**src/rtl/ram_arbiter_if.sv**
```systemverilog
// Two requester ports (fetch, load/store) plus the RAM-side bus of the RAM arbiter.
// The slave modport is the arbiter's view; master is the core+RAM side.
interface ram_arbiter_if #(
  parameter int DATA_W = 32,
  parameter int ADDR_W = 32
);
  logic              req0;
  logic              we0;
  logic [ADDR_W-1:0] addr0;
  logic [DATA_W-1:0] wdata0;
  logic              gnt0;
  logic              rvalid0;
  logic              rerr0;

  logic              req1;
  logic              we1;
  logic [ADDR_W-1:0] addr1;
  logic [DATA_W-1:0] wdata1;
  logic              gnt1;
  logic              rvalid1;
  logic              rerr1;

  logic [DATA_W-1:0] rdata;

  logic [ADDR_W-1:0] mem_addr;
  logic              mem_enab;
  logic [DATA_W-1:0] mem_wdata;
  logic [DATA_W-1:0] mem_rdata;

  modport slave (
    input  req0, we0, addr0, wdata0,
    input  req1, we1, addr1, wdata1,
    input  mem_rdata,
    output gnt0, rvalid0, rerr0,
    output gnt1, rvalid1, rerr1,
    output rdata,
    output mem_addr, mem_enab, mem_wdata
  );

  modport master (
    output req0, we0, addr0, wdata0,
    output req1, we1, addr1, wdata1,
    output mem_rdata,
    input  gnt0, rvalid0, rerr0,
    input  gnt1, rvalid1, rerr1,
    input  rdata,
    input  mem_addr, mem_enab, mem_wdata
  );
endinterface

```
**src/rtl/ram_arbiter.sv**
```systemverilog
// Round-robin arbiter sharing one single-ported word RAM between fetch (port 0)
// and load/store (port 1): IDLE/RESP accept, ACCESS drives the RAM for one cycle.
module ram_arbiter #(
  parameter int DATA_W    = 32,
  parameter int ADDR_W    = 32,
  parameter int MEM_WORDS = 64
) (
  input logic          clk,
  input logic          reset,
  ram_arbiter_if.slave bus
);

  typedef enum logic [1:0] {
    IDLE   = 2'd0,
    ACCESS = 2'd1,
    RESP   = 2'd2
  } state_t;

  typedef struct packed {
    logic              port;
    logic              we;
    logic              inr;
    logic [ADDR_W-1:0] addr;
    logic [DATA_W-1:0] wdata;
  } cmd_t;

  localparam logic [ADDR_W-3:0] LP_MEM_WORDS = (ADDR_W-2)'(MEM_WORDS);

  state_t            r_state;
  cmd_t              r_cmd;
  logic              r_last_grant;
  logic [1:0]        r_rvalid;
  logic [1:0]        r_rerr;
  logic [DATA_W-1:0] r_rdata;

  logic [1:0]        w_req;
  logic              w_can_gnt;
  logic [1:0]        w_gnt;
  cmd_t              w_sel;

  assign w_req     = {bus.req1, bus.req0};
  assign w_can_gnt = ((r_state == IDLE) || (r_state == RESP)) && !reset;

  // On a tie the port that did not win last time goes first.
  always_comb begin
    w_gnt = 2'b00;
    if (w_can_gnt) begin
      case (w_req)
        2'b01:   w_gnt = 2'b01;
        2'b10:   w_gnt = 2'b10;
        2'b11:   w_gnt = r_last_grant ? 2'b01 : 2'b10;
        default: w_gnt = 2'b00;
      endcase
    end
  end

  always_comb begin
    w_sel.port  = w_gnt[1];
    w_sel.we    = w_gnt[1] ? bus.we1    : bus.we0;
    w_sel.addr  = w_gnt[1] ? bus.addr1  : bus.addr0;
    w_sel.wdata = w_gnt[1] ? bus.wdata1 : bus.wdata0;
    w_sel.inr   = (w_sel.addr[ADDR_W-1:2] < LP_MEM_WORDS);
  end

  always_ff @(posedge clk) begin
    if (reset) begin
      r_state      <= IDLE;
      r_cmd        <= '0;
      r_last_grant <= 1'b1;
      r_rvalid     <= 2'b00;
      r_rerr       <= 2'b00;
      r_rdata      <= '0;
    end else begin
      r_rvalid <= 2'b00;
      r_rerr   <= 2'b00;
      case (r_state)
        IDLE, RESP: begin
          if (|w_gnt) begin
            r_state      <= ACCESS;
            r_cmd        <= w_sel;
            r_last_grant <= w_sel.port;
          end else begin
            r_state <= IDLE;
          end
        end
        ACCESS: begin
          // On writes this still captures the pre-write word.
          r_state                <= RESP;
          r_rvalid[r_cmd.port]   <= 1'b1;
          r_rerr[r_cmd.port]     <= !r_cmd.inr;
          r_rdata                <= r_cmd.inr ? bus.mem_rdata : '0;
        end
        default: r_state <= IDLE;
      endcase
    end
  end

  assign bus.gnt0      = w_gnt[0];
  assign bus.gnt1      = w_gnt[1];
  assign bus.rvalid0   = r_rvalid[0];
  assign bus.rvalid1   = r_rvalid[1];
  assign bus.rerr0     = r_rerr[0];
  assign bus.rerr1     = r_rerr[1];
  assign bus.rdata     = r_rdata;

  // Address/data hold between accesses; the write strobe exists only in ACCESS.
  assign bus.mem_addr  = r_cmd.addr;
  assign bus.mem_wdata = r_cmd.wdata;
  assign bus.mem_enab  = (r_state == ACCESS) && r_cmd.we && r_cmd.inr;

endmodule

```
**src/flat_wrapper.sv**
```systemverilog
// flat-port wrapper written by rule: the top's interface ports become plain ports
module ram_arbiter_flat 
#(
  parameter int DATA_W    = 32,
  parameter int ADDR_W    = 32,
  parameter int MEM_WORDS = 64
)
  (clk, reset, bus_req0, bus_we0, bus_addr0, bus_wdata0, bus_req1, bus_we1, bus_addr1, bus_wdata1, bus_mem_rdata, bus_gnt0, bus_rvalid0, bus_rerr0, bus_gnt1, bus_rvalid1, bus_rerr1, bus_rdata, bus_mem_addr, bus_mem_enab, bus_mem_wdata);
  ram_arbiter_if #(.DATA_W(DATA_W), .ADDR_W(ADDR_W)) bus_i ();
  input logic clk;
  input logic reset;
  input wire logic [$bits(bus_i.req0)-1:0] bus_req0;
  input wire logic [$bits(bus_i.we0)-1:0] bus_we0;
  input wire logic [$bits(bus_i.addr0)-1:0] bus_addr0;
  input wire logic [$bits(bus_i.wdata0)-1:0] bus_wdata0;
  input wire logic [$bits(bus_i.req1)-1:0] bus_req1;
  input wire logic [$bits(bus_i.we1)-1:0] bus_we1;
  input wire logic [$bits(bus_i.addr1)-1:0] bus_addr1;
  input wire logic [$bits(bus_i.wdata1)-1:0] bus_wdata1;
  input wire logic [$bits(bus_i.mem_rdata)-1:0] bus_mem_rdata;
  output wire logic [$bits(bus_i.gnt0)-1:0] bus_gnt0;
  output wire logic [$bits(bus_i.rvalid0)-1:0] bus_rvalid0;
  output wire logic [$bits(bus_i.rerr0)-1:0] bus_rerr0;
  output wire logic [$bits(bus_i.gnt1)-1:0] bus_gnt1;
  output wire logic [$bits(bus_i.rvalid1)-1:0] bus_rvalid1;
  output wire logic [$bits(bus_i.rerr1)-1:0] bus_rerr1;
  output wire logic [$bits(bus_i.rdata)-1:0] bus_rdata;
  output wire logic [$bits(bus_i.mem_addr)-1:0] bus_mem_addr;
  output wire logic [$bits(bus_i.mem_enab)-1:0] bus_mem_enab;
  output wire logic [$bits(bus_i.mem_wdata)-1:0] bus_mem_wdata;
  assign bus_i.req0 = bus_req0;
  assign bus_i.we0 = bus_we0;
  assign bus_i.addr0 = bus_addr0;
  assign bus_i.wdata0 = bus_wdata0;
  assign bus_i.req1 = bus_req1;
  assign bus_i.we1 = bus_we1;
  assign bus_i.addr1 = bus_addr1;
  assign bus_i.wdata1 = bus_wdata1;
  assign bus_i.mem_rdata = bus_mem_rdata;
  assign bus_gnt0 = bus_i.gnt0;
  assign bus_rvalid0 = bus_i.rvalid0;
  assign bus_rerr0 = bus_i.rerr0;
  assign bus_gnt1 = bus_i.gnt1;
  assign bus_rvalid1 = bus_i.rvalid1;
  assign bus_rerr1 = bus_i.rerr1;
  assign bus_rdata = bus_i.rdata;
  assign bus_mem_addr = bus_i.mem_addr;
  assign bus_mem_enab = bus_i.mem_enab;
  assign bus_mem_wdata = bus_i.mem_wdata;
  ram_arbiter #(.DATA_W(DATA_W), .ADDR_W(ADDR_W), .MEM_WORDS(MEM_WORDS)) u_core (.clk(clk), .reset(reset), .bus(bus_i));
endmodule
```
**config.mk**
```make
export PLATFORM = sky130hd
export DESIGN_NAME = ram_arbiter_flat
export DESIGN_NICKNAME = d
export VERILOG_FILES = /design/src/rtl/ram_arbiter_if.sv /design/src/rtl/ram_arbiter.sv /design/src/flat_wrapper.sv
export SDC_FILE = /design/constraint.sdc
export NUM_CORES = 1
export LEC_CHECK = 0
export ABC_AREA = 1
export ABC_CLOCK_PERIOD_IN_PS = 1400
export CAP_MARGIN = 20
export CORE_MARGIN = 2
export CORE_UTILIZATION = 36
export CTS_BUF_LIST = sky130_fd_sc_hd__clkbuf_16
export CTS_CLUSTER_SIZE = 30
export DETAILED_ROUTE_END_ITERATION = 12
export PLACE_DENSITY = 0.75
export SETUP_SLACK_MARGIN = 0.1
export SYNTH_ARGS = -nofsm -noshare
export SYNTH_HDL_FRONTEND = slang
export SYNTH_SLANG_ARGS = --single-unit
```
**constraint.sdc**
```tcl
create_clock -name clk -period 1.4 [get_ports clk]
set_input_delay 0.14 -clock clk [delete_from_list [all_inputs] [get_ports clk]]
set_output_delay 0.14 -clock clk [all_outputs]
set_load 0.01 [all_outputs]
```
==> flow_summary.json <==
{
  "hold_end": "u_core.bus.mem_wdata[19]",
  "p_comb_share_pct": 24.3,
  "antenna_found_initial": 0,
  "synth.distinct_cells": 28,
  "dieHeight_um": 124,
  "final-instance-count-excl-fill": 1139,
  "power_density_mw_per_mm2": 885,
  "syn_inst": 727,
  "hold_depth": 3,
  "ys.flop_type": "dfxtp_1",
  "clock_skew_ns": 0.00767,
  "maxCapViolations": 0,
  "grt_pass1_wl_mm": 24.0,
  "start_util_pct": 36.9,
  "insertion_delay_ns": 0.35,
  "dp_cells": 1100,
  "yosysWarningCount": 0,
  "max-vdd-ir-drop_uv": 484,
  "p_sw_mw": 2.14,
  "switching_share_pct": 28.3,
  "postPlaceCellArea_mm2": 0.00768,
  "cts_buffers": 9,
  "hold_path_class": "input pin to register",
  "drt_wl_total_mm": 17.5,
  "synth_area_leaders": "dfxtp_1 (41%), nand2_1 (11%), buf_4 (10%), a21oi_1 (7.1%), nor2_1 (7.1%)",
  "p_int_mw": 5.42,
  "nets": 1120,
  "grt_max_degree": 64,
  "worstHoldStart": "reset",
  "num_rows": 43,
  "drt_first_pass_iters": 4,
  "first_global_vias": 4788,
  "synth_top_area_share_pct": 41.3,
  "power.share.clock_pct": 32.9,
  "finalHoldViolations": 0,
  "port_buffers": 268,
  "run_status": "finished with violations",
  "htreeDepth": 3,
  "cp.required_ns": 1.68,
  "cp_max_fo": 12,
  "stdcell_area_mm2": 0.00855,
  "syn2layout_area_growth_pct": 66.2,
  "rrSetupSlack_ns": -0.15,
  "post_drt_wl_per_cell_um": 15.4,
  "setup_viol": 66,
  "synth_mux_area_share_pct": 0,
  "synth_fp_nets": 893,
  "r2r.worst_path.cells": 10,
  "drv_slew": 0,
  "fin_crit_ns": 1.55,
  "gr-total-overflow": 0,
  "core_mm2": 0.0139,
  "finalCritPeriodShare_pct": 111,
  "synthAdderAreaFrac_pct": 0,
  "dp_hpwl_mm": 11.4,
  "chipWidth_um": 124,
  "tritoncts": "yes",
  "drc": 0,
  "synth_compound_area_share_pct": 16.4,
  "yosysSeqAreaShare_pct": 41.3,
  "synthTopCellsByCount": "nand2_1 (150), dfxtp_1 (106), nor2_1 (97)",
  "async_flop_share_pct": 0,
  "crit_type": "register to register",
  "r2r_end": "u_core.r_cmd[64]",
  "rsz0062_at_grt": "true",
  "die_area_mm2": 0.0153,
  "cts_sinks": 106,
  "n_fill_cell": 1279,
  "synth_xor_area_share_pct": 0,
  "synth_top_family_by_area": "simple AND/OR/NAND/NOR gates",
  "end_kind": "register",
  "timing.fmax_ghz": 0.645,
  "antennaDiodeCount": 0,
  "dr_total_vias": 5371,
  "leakage_nw": 3.88,
  "syn_avg_cell_area_um2": 7.08,
  "synth_edf_count": 0,
  "maxSlewHeadroom_pct": 59.0,
  "drt_iter0_drc": 270,
  "synth_seq_cells": 106,
  "synth_area_mm2": 0.00514,
  "power.share.sequential_pct": 42.8,
  "root_buffer": "clkbuf_16",
  "critPathLaunchType": "register",
  "r2r_start": "u_core.r_state[0]",
  "tightest_slew_ns": 0.615,
  "arrival_ns": 1.83,
  "yosysTopAreaCell": "dfxtp_1",
  "clockBufferDepth": 2,
  "final.setup.worst_slack_ns": -0.151,
  "ant_nets": 0,
  "routabilityCongestion": 0.832,
  "yosys.area_share.simple_pct": 24.7,
  "layout-drive-gt1-share_pct": 15.6,
  "violations": "setup timing",
  "pin_count": 269,
  "yosysMostFrequentCell": "nand2_1",
  "via_per_inst": 4.72,
  "grt_usage_pct": 20.2,
  "clk_pin_slew_ns": 0.08
}
==> cells in the final DEF, fill, tap and decap left out, types with 18 or more instances in the layout <==
cell type        synthesis  layout
a21oi_1                 73      71
buf_6                    3      18
dfxtp_1                106     104
buf_4                   70      27
dlygate4sd2_1            0     101
clkdlybuf4s50_1          0     162
o21ai_1                 39      36
inv_1                   41      38
nand3_1                 43      43
nor2_1                  97      78
nand2_1                150     137
==> registers in the layout (all words and copies together), names as in the netlist <==
signal                flops
u_core.bus.mem_addr      32
u_core.bus.mem_wdata     32
u_core.bus.rdata         32
u_core.r_cmd              3
u_core.r_last_grant       1
u_core.r_rerr             2
u_core.r_rvalid           2
u_core.r_state            2
==> timing repair <==
item | CTS | global route
gates cloned | 3 | 6
setup endpoints to repair | 175 | 93
setup buffers | 8 | 7
gates resized for setup | 163 | 82
pin swaps | 14 | 26
hold buffers | 0 | 0
==> routing by layer <==
metal	vias to the layer above	part of all wire (%)	wire length, um	global-route usage, %
met2	187	49	8560	35.2
li1	2724	-	-	-
met1	2436	41	7110	23.4
met5	-	0	0	0
met3	24	8.5	1500	5.90
met4	0	2.0	348	7.32
==> cells by family (layout without fill, tap and decap cells) <==
family / after synthesis / after routing
compound gates: 153 / 153
flops: 106 / 106
simple gates: 308 / 308
buf+inv: 160 / 392
==> through the flow <==
stage / setup slack (ns) / hold WS, ns / TNS (ns) / util, % / total power, mW
after CTS: -0.0993 / 0.293 / -1.90 / 58.2 / 7.43
final: -0.151 / 0.342 / -5.29 / 61.3 / 7.56
after global routing: -0.238 / 0.340 / -10.39 / 61.3 / 7.93
after detailed placement: -0.599 / 0.431 / -26.73 / 55.1 / 4.91
after global placement: -0.570 / 0.429 / -25.21 / 55.1 / 4.90
after floorplan: 0.0667 / 0.300 / 0 / - / 4.11
==> power groups by stage <==
stage | Sequential (mW) | Combinational [mW] | Clock, mW
after global routing | 3.26 | 1.98 | 2.70
after CTS | 3.24 | 1.64 | 2.55
after detailed placement | 3.31 | 1.60 | 0
after global placement | 3.30 | 1.60 | 0
after floorplan | 3.29 | 0.823 | 0
final | 3.24 | 1.83 | 2.49
==> cell type report <==
class | instances | area, um2 | share of cell area, %
inverters | 45 | 179 | 2.09
multi-input cells | 461 | 2380 | 27.9
well taps | 180 | 225 | 2.63
clock inverters | 7 | 61.3 | 0.717
clock buffers | 9 | 225 | 2.63
flip-flops and latches | 106 | 2130 | 24.9
repair buffers | 331 | 3350 | 39.2
==> worst max path at each step <==
| stage | to | cells after the start | from | slack [ns] |
|---|---|---|---|---|
| 4_1_cts | u_core.r_cmd[64] | 10 | u_core.r_last_grant | -0.1 |
| 5_1_grt | u_core.r_cmd[64] | 10 | u_core.r_state[0] | -0.24 |
| 2_1_floorplan | u_core.r_cmd[64] | 11 | u_core.r_last_grant | 0.07 |
| 3_5_place_dp | bus_gnt0 | 4 | bus_req0 | -0.60 |
| 3_3_place_gp | bus_gnt0 | 4 | bus_req0 | -0.57 |
| 6_report | u_core.r_cmd[64] | 10 | u_core.r_state[0] | -0.15 |
==> critical path, stage by stage, from the launching register on <==
cell and delay [ns]:
dfxtp_4 0.38, nor2_4 0.19, buf_6 0.18, nand3b_1 0.09, nand2_1 0.10, nand2_1 0.08
nor2_1 0.11, nand2_1 0.05, nor2_1 0.11, nand2_1 0.08, a21oi_2 0.12
(Power assumes the default switching activity.)
==> RTL change 1 (same settings) <==
`ADDR_W` is set to 32 in 3 places; all go to 16.
--- a/src/rtl/ram_arbiter_if.sv
+++ b/src/rtl/ram_arbiter_if.sv
@@ -2,7 +2,7 @@
 // The slave modport is the arbiter's view; master is the core+RAM side.
 interface ram_arbiter_if #(
   parameter int DATA_W = 32,
-  parameter int ADDR_W = 32
+  parameter int ADDR_W = 16
 );
   logic              req0;
   logic              we0;
--- a/src/rtl/ram_arbiter.sv
+++ b/src/rtl/ram_arbiter.sv
@@ -2,7 +2,7 @@
 // and load/store (port 1): IDLE/RESP accept, ACCESS drives the RAM for one cycle.
 module ram_arbiter #(
   parameter int DATA_W    = 32,
-  parameter int ADDR_W    = 32,
+  parameter int ADDR_W    = 16,
   parameter int MEM_WORDS = 64
 ) (
   input logic          clk,
--- a/src/flat_wrapper.sv
+++ b/src/flat_wrapper.sv
@@ -2,7 +2,7 @@
 module ram_arbiter_flat 
 #(
   parameter int DATA_W    = 32,
-  parameter int ADDR_W    = 32,
+  parameter int ADDR_W    = 16,
   parameter int MEM_WORDS = 64
 )
   (clk, reset, bus_req0, bus_we0, bus_addr0, bus_wdata0, bus_req1, bus_we1, bus_addr1, bus_wdata1, bus_mem_rdata, bus_gnt0, bus_rvalid0, bus_rerr0, bus_gnt1, bus_rvalid1, bus_rerr1, bus_rdata, bus_mem_addr, bus_mem_enab, bus_mem_wdata);
Interface: changed (resized bus_addr0, bus_addr1 and bus_mem_addr); port bits go from 269 to 221. No check against the original RTL was run, so the function may have changed too.
==> RTL change 1 against the unedited design <==
The run still ends with negative setup slack left. Total power is 11% lower. Via count is 20% lower. Sequential cell count is 16 lower. Count of clock-buffer cells in the layout stayed put. Area after synthesis is 20% lower. Combinational power is 15% lower. First-iteration DRC count is 3.7% higher. Worst setup slack better by 0.14 ns. Maximum frequency is 10% higher. Cell area is 21% lower. Wire length is 23% lower. Critical endpoint is now u_core.r_cmd[48]. Largest power group unchanged. Highest routed layer unchanged.
==> RTL change 1: results (changes against the unedited design) <==
Status
  • Outcome: finished with violations
  • Failing checks: negative setup slack

Place
  • DP HPWL: 8.944 mm (-22%)
  • Number of placed instances with taps included: 842 (-23%)
  • Standard cell area after detailed placement: 6180 µm² (-20%)
  • Quantity of I/O buffers inserted on ports: 220 (-18%)
  • Final GP Congestion: 0.8754 (+5.2%)

Detailed routing
  • WL met2: 6.610 mm (-23%)
  • Routed wire length: 13.54 mm (-23%)
  • DRC marker count from the first detailed-route iteration: 280 (+3.7%)
  • Met1 WL: 5.809 mm (-18%)

STA
  • Relative slew slack: 61.93% (+2.9 points)
  • Setup Skew: 0.006571 ns (-0.001103 ns)
  • Post-route setup TNS: -0.006437 ns (+5.279 ns)
  • Total of endpoints with negative setup slack in the final report: 1 (-98%)
  • Crit path setup slack, layout: -0.006437 ns (+0.1446 ns)

Global route
  • Global-route wire length before repair: 21.16 mm (-12%)
  • GRT Total Usage: 20.91% (+0.69 points)
  • Number of global-route vias before repair: 4,265 (-11%)
  • Routing usage on met1: 24.66% (+1.2 points)
  • Maximum number of pins on one net before global-route repair: 51 (-20%)

Power and ir drop
  • VDD IR max: 0.0006602 V (+36%)

Layout
  • Filler-free cell count of the finished design: 873 (-23%)
  • Ratio of cells with drive above 1 in the final layout: 15.28% (-0.36 points)

Yosys
  • Most frequent cells after synthesis: sky130_fd_sc_hd__dfxtp_1 (90), sky130_fd_sc_hd__nand2_1 (83), sky130_fd_sc_hd__nand3_1 (75)
  • Synth cell types: 25 (-11%)
  • Cell count after synthesis: 538 (-26%)
  • Net count after synthesis: 672 (-25%)

CTS
  • Latest clock arrival within the worst-skew pair: 0.33 ns (-0.02 ns)

Critical path
  • Max Fanout on Critical Path: 5 (-7)
==> RTL change 1: cell types whose count changed after synthesis, sizes merged, moves of 5 or more <==
cell,before,now
nand2,151,88
nor2,99,38
a21oi,75,34
nand3,43,76
buf,89,71
dfxtp,106,90
clkbuf,26,15
nand3b,11,0
o21a,11,0
o211ai,12,21
o21ai,53,61
inv,43,38
==> RTL change 1: report_power, final <==
part | internal (mW) | switching [mW]
clock network | 1.36 | 0.981
logic | 0.851 | 0.713
registers | 2.75 | 0.0952
total | 4.96 | 1.79
==> RTL change 1: kinds of logic after synthesis <==
group	share of synthesized area [%]
simple gates	23.14
buf+inv	17.00
compound gates	15.84
flops	44.02
==> RTL change 1: final cells by class <==
class | instances | area (µm²) | share of cell area (%)
repair buffers | 263 | 2614 | 38.54
flip-flops and latches | 90 | 1807 | 26.64
multi-input cells | 326 | 1750 | 25.81
clock buffers | 9 | 225.2 | 3.321
well taps | 140 | 175.2 | 2.583
inverters | 38 | 147.6 | 2.177
clock inverters | 7 | 62.56 | 0.9225
==> RTL change 1: repair_timing <==
| item | in CTS | in global routing |
|---|---|---|
| hold buffers | 0 | 0 |
| gates resized for setup | 128 | 49 |
| endpoints found under the setup margin | 142 | 57 |
| gates cloned | 3 | 4 |
| pin swaps | 6 | 11 |
| setup buffers | 7 | 4 |
| hold endpoints to repair | 0 | 0 |
==> RTL change 1: final timing paths <==
kind                            slack [ns]               from                   end  cells after the start
worst max register to register      -0.006  u_core.r_state[0]      u_core.r_cmd[48]                     10
worst min-delay path                  0.38  bus_mem_rdata[24]  u_core.bus.rdata[24]                      3
worst max-delay path                -0.006  u_core.r_state[0]      u_core.r_cmd[48]                     10
worst min register to register        0.45   u_core.r_cmd[50]    u_core.r_rvalid[0]                      1
==> RTL change 2 (config.mk and constraints unchanged) <==
Made on the original files. Re-encode `state_t` (3 states) as one-hot, 3 bits wide.
--- a/src/rtl/ram_arbiter.sv
+++ b/src/rtl/ram_arbiter.sv
@@ -10,10 +10,10 @@
   ram_arbiter_if.slave bus
 );
 
-  typedef enum logic [1:0] {
-    IDLE   = 2'd0,
-    ACCESS = 2'd1,
-    RESP   = 2'd2
+  typedef enum logic [2:0] {
+    IDLE   = 3'b001,
+    ACCESS = 3'b010,
+    RESP   = 3'b100
   } state_t;
 
   typedef struct packed {
Behaviour: same outputs for any inputs over 10 cycles, from zero or initial values and one cycle with reset high; not proved beyond that.
==> RTL change 2 against the unedited design <==
The run still ends with negative setup slack left. Worst setup slack got worse by 0.17 ns. Cell count down 5.1%. Clock power is 4% higher. Sequential cell count is 1 higher. Area after synthesis shrank 3.6%. Largest power group unchanged. Sequential power increased by 6%. Via count fell by 0.43%. Combinational power increased by 36%. Total power increased by 13%. Wire length up 0.29%. Cell area rose by 3.0%. Highest routed layer is now met5.
==> RTL change 2: results (changes against the unedited design) <==
Layout
  • Count of buffers not belonging to the clock network in the layout: 343 (+3.6%)
  • Area growth from synthesis to layout: 77.50%
  • Clock distribution area overhead in the final layout: 3.425% (+0.073 points)
  • Number of multi-input combinational cells: 395 (-14%)
  • Non-clock buffering overhead in the final layout: 41.60% (+2.4 points)
  • Ratio of cells with drive above 1 in the final layout: 21.10% (+5.5 points)
  • Combined area of the multi-input logic cells: 2301 µm² (-3.4%)
  • Filler cell count in the final layout: 1,108 (-13%)
  • Register cell area after layout: 2146 µm² (+0.76%)

Critical path
  • Reg-to-reg critical path endpoint: u_core.bus.mem_addr[30]
  • Launch point of the worst path: u_core.r_state[2]
  • Count of cells along the worst register-to-register path: 9 (-1)
  • Arrival @ worst endpoint: 1.96 ns (+0.13 ns)

Status
  • Outcome: finished with violations
  • Failing checks: negative setup slack

Place
  • Post-placement setup slack: -0.5741 ns (+0.02536 ns)
  • Final GP Congestion: 0.8890 (+6.8%)
  • Number of placed instances with taps included: 1,037 (-5.7%)
  • Standard cell area after detailed placement: 7606 µm² (-0.95%)

Power and ir drop
  • Power share of the clock group: 30.4% (-2.5 points)
  • VDD IR max: 0.0007271 V (+50%)
  • Leakage: 4.448 nW (+15%)
  • Fraction of power consumed by combinational cells: 29.3% (+5.0 points)

Detailed routing
  • Total number of vias: 5,348 (-0.43%)
  • DRC marker count from the first detailed-route iteration: 356 (+32%)
  • Average wire per standard cell: 16.25 µm (+5.7%)
  • Routed wire length: 17.57 mm (+0.29%)

Yosys
  • Share of the yosys chip area belonging to registers: 43.19% (+1.9 points)
  • Synth cell types: 24 (-14%)
  • Net count after synthesis: 825 (-7.6%)
  • Synthesized area divided by synthesized cell count: 7.526 µm² (+6.4%)
  • Most frequent cells after synthesis: sky130_fd_sc_hd__nand2_1 (112), sky130_fd_sc_hd__dfxtp_1 (107), sky130_fd_sc_hd__nand3_1 (74)

Floorplan
  • Floorplan Core Area: 13,350 µm² (-4.2%)

Global route
  • Number of global-route vias before repair: 5,123 (+7.0%)
  • Antenna violations before repair: 1 (+1)
  • GRT Total Usage: 21.87% (+1.7 points)
  • Global-route wire length before repair: 25.61 mm (+6.8%)

STA
  • Setup Skew: 0.007729 ns (+0.00005524 ns)
  • Crit path setup slack, layout: -0.3198 ns (-0.1688 ns)
  • Relative slew slack: 73.76% (+15 points)
  • Total of endpoints with negative setup slack in the final report: 101 (+53%)

CTS
  • Clock sinks: 107 (+0.94%)
RTL change 2: cell count changes after synthesis, moves of 11 or more:
cell                      delta
sky130_fd_sc_hd__a21oi_1    -31
sky130_fd_sc_hd__nand2_1    -38
sky130_fd_sc_hd__nand3_1    +31
sky130_fd_sc_hd__nor2_1     -58
sky130_fd_sc_hd__o21a_1     -11
sky130_fd_sc_hd__o21ai_0    +40
sky130_fd_sc_hd__o21ai_1    -38
sky130_fd_sc_hd__o22ai_1    +41
RTL change 2: kinds of logic (layout without fill, tap and decap cells):
| family | Yosys count | count (layout) | share of synthesized area, % |
|---|---|---|---|
| buffers and inverters | 157 | 403 | 17.94 |
| flip-flops | 107 | 107 | 43.19 |
| AO/OA/AOI/OAI | 152 | 152 | 17.20 |
| AND/OR/NAND/NOR | 243 | 243 | 21.67 |
RTL change 2: worst min path at each step:
stage | start | end | slack (ns) | cells after the start
finish | bus_mem_rdata[4] | u_core.bus.rdata[4] | 0.34 | 3
global route | bus_mem_rdata[12] | u_core.bus.rdata[12] | 0.35 | 3
CTS | bus_mem_rdata[4] | u_core.bus.rdata[4] | 0.33 | 3
detailed placement | u_core.r_cmd[66] | u_core.r_rvalid[0] | 0.44 | 1
global placement | u_core.r_cmd[66] | u_core.r_rvalid[0] | 0.43 | 1
floorplan | bus_mem_rdata[0] | u_core.bus.rdata[0] | 0.27 | 2
RTL change 2: metal layers:
| layer | part of all wire (%) | routed length [µm] | GRT usage (%) |
|---|---|---|---|
| met2 | 51 | 8916 | 37.61 |
| met4 | 2.2 | 380 | 7.615 |
| met5 | 0.074 | 13 | 0 |
| met1 | 40 | 7045 | 26.65 |
| met3 | 6.9 | 1209 | 5.216 |
RTL change 2: through the flow:
stage / TNS (ns) / power, mW
2_1_floorplan: -0.1236 / 4.537
3_3_place_gp: -32.48 / 5.473
3_5_place_dp: -32.16 / 5.488
4_1_cts: -10.88 / 8.129
5_1_grt: -23.89 / 8.923
6_report: -16.10 / 8.511
RTL change 2: worst max-delay path, cell delays in order, from the launching register on:
cell and delay (ns):
sky130_fd_sc_hd__dfxtp_2 0.36, sky130_fd_sc_hd__nand2_2 0.06, sky130_fd_sc_hd__nand2_2 0.09, sky130_fd_sc_hd__nor2_4 0.07
sky130_fd_sc_hd__buf_6 0.12, sky130_fd_sc_hd__o21ai_4 0.10, sky130_fd_sc_hd__clkinv_4 0.23, sky130_fd_sc_hd__buf_12 0.20
sky130_fd_sc_hd__clkbuf_16 0.16, sky130_fd_sc_hd__o211a_1 0.19
RTL change 2: repair_timing:
action                                  4_1_cts  5_1_grt
pin swaps                                     0       42
endpoints found under the setup margin      206      133
setup buffers                                 3        9
hold endpoints to repair                      0        0
gates cloned                                  6       11
gates resized for setup                     119      174
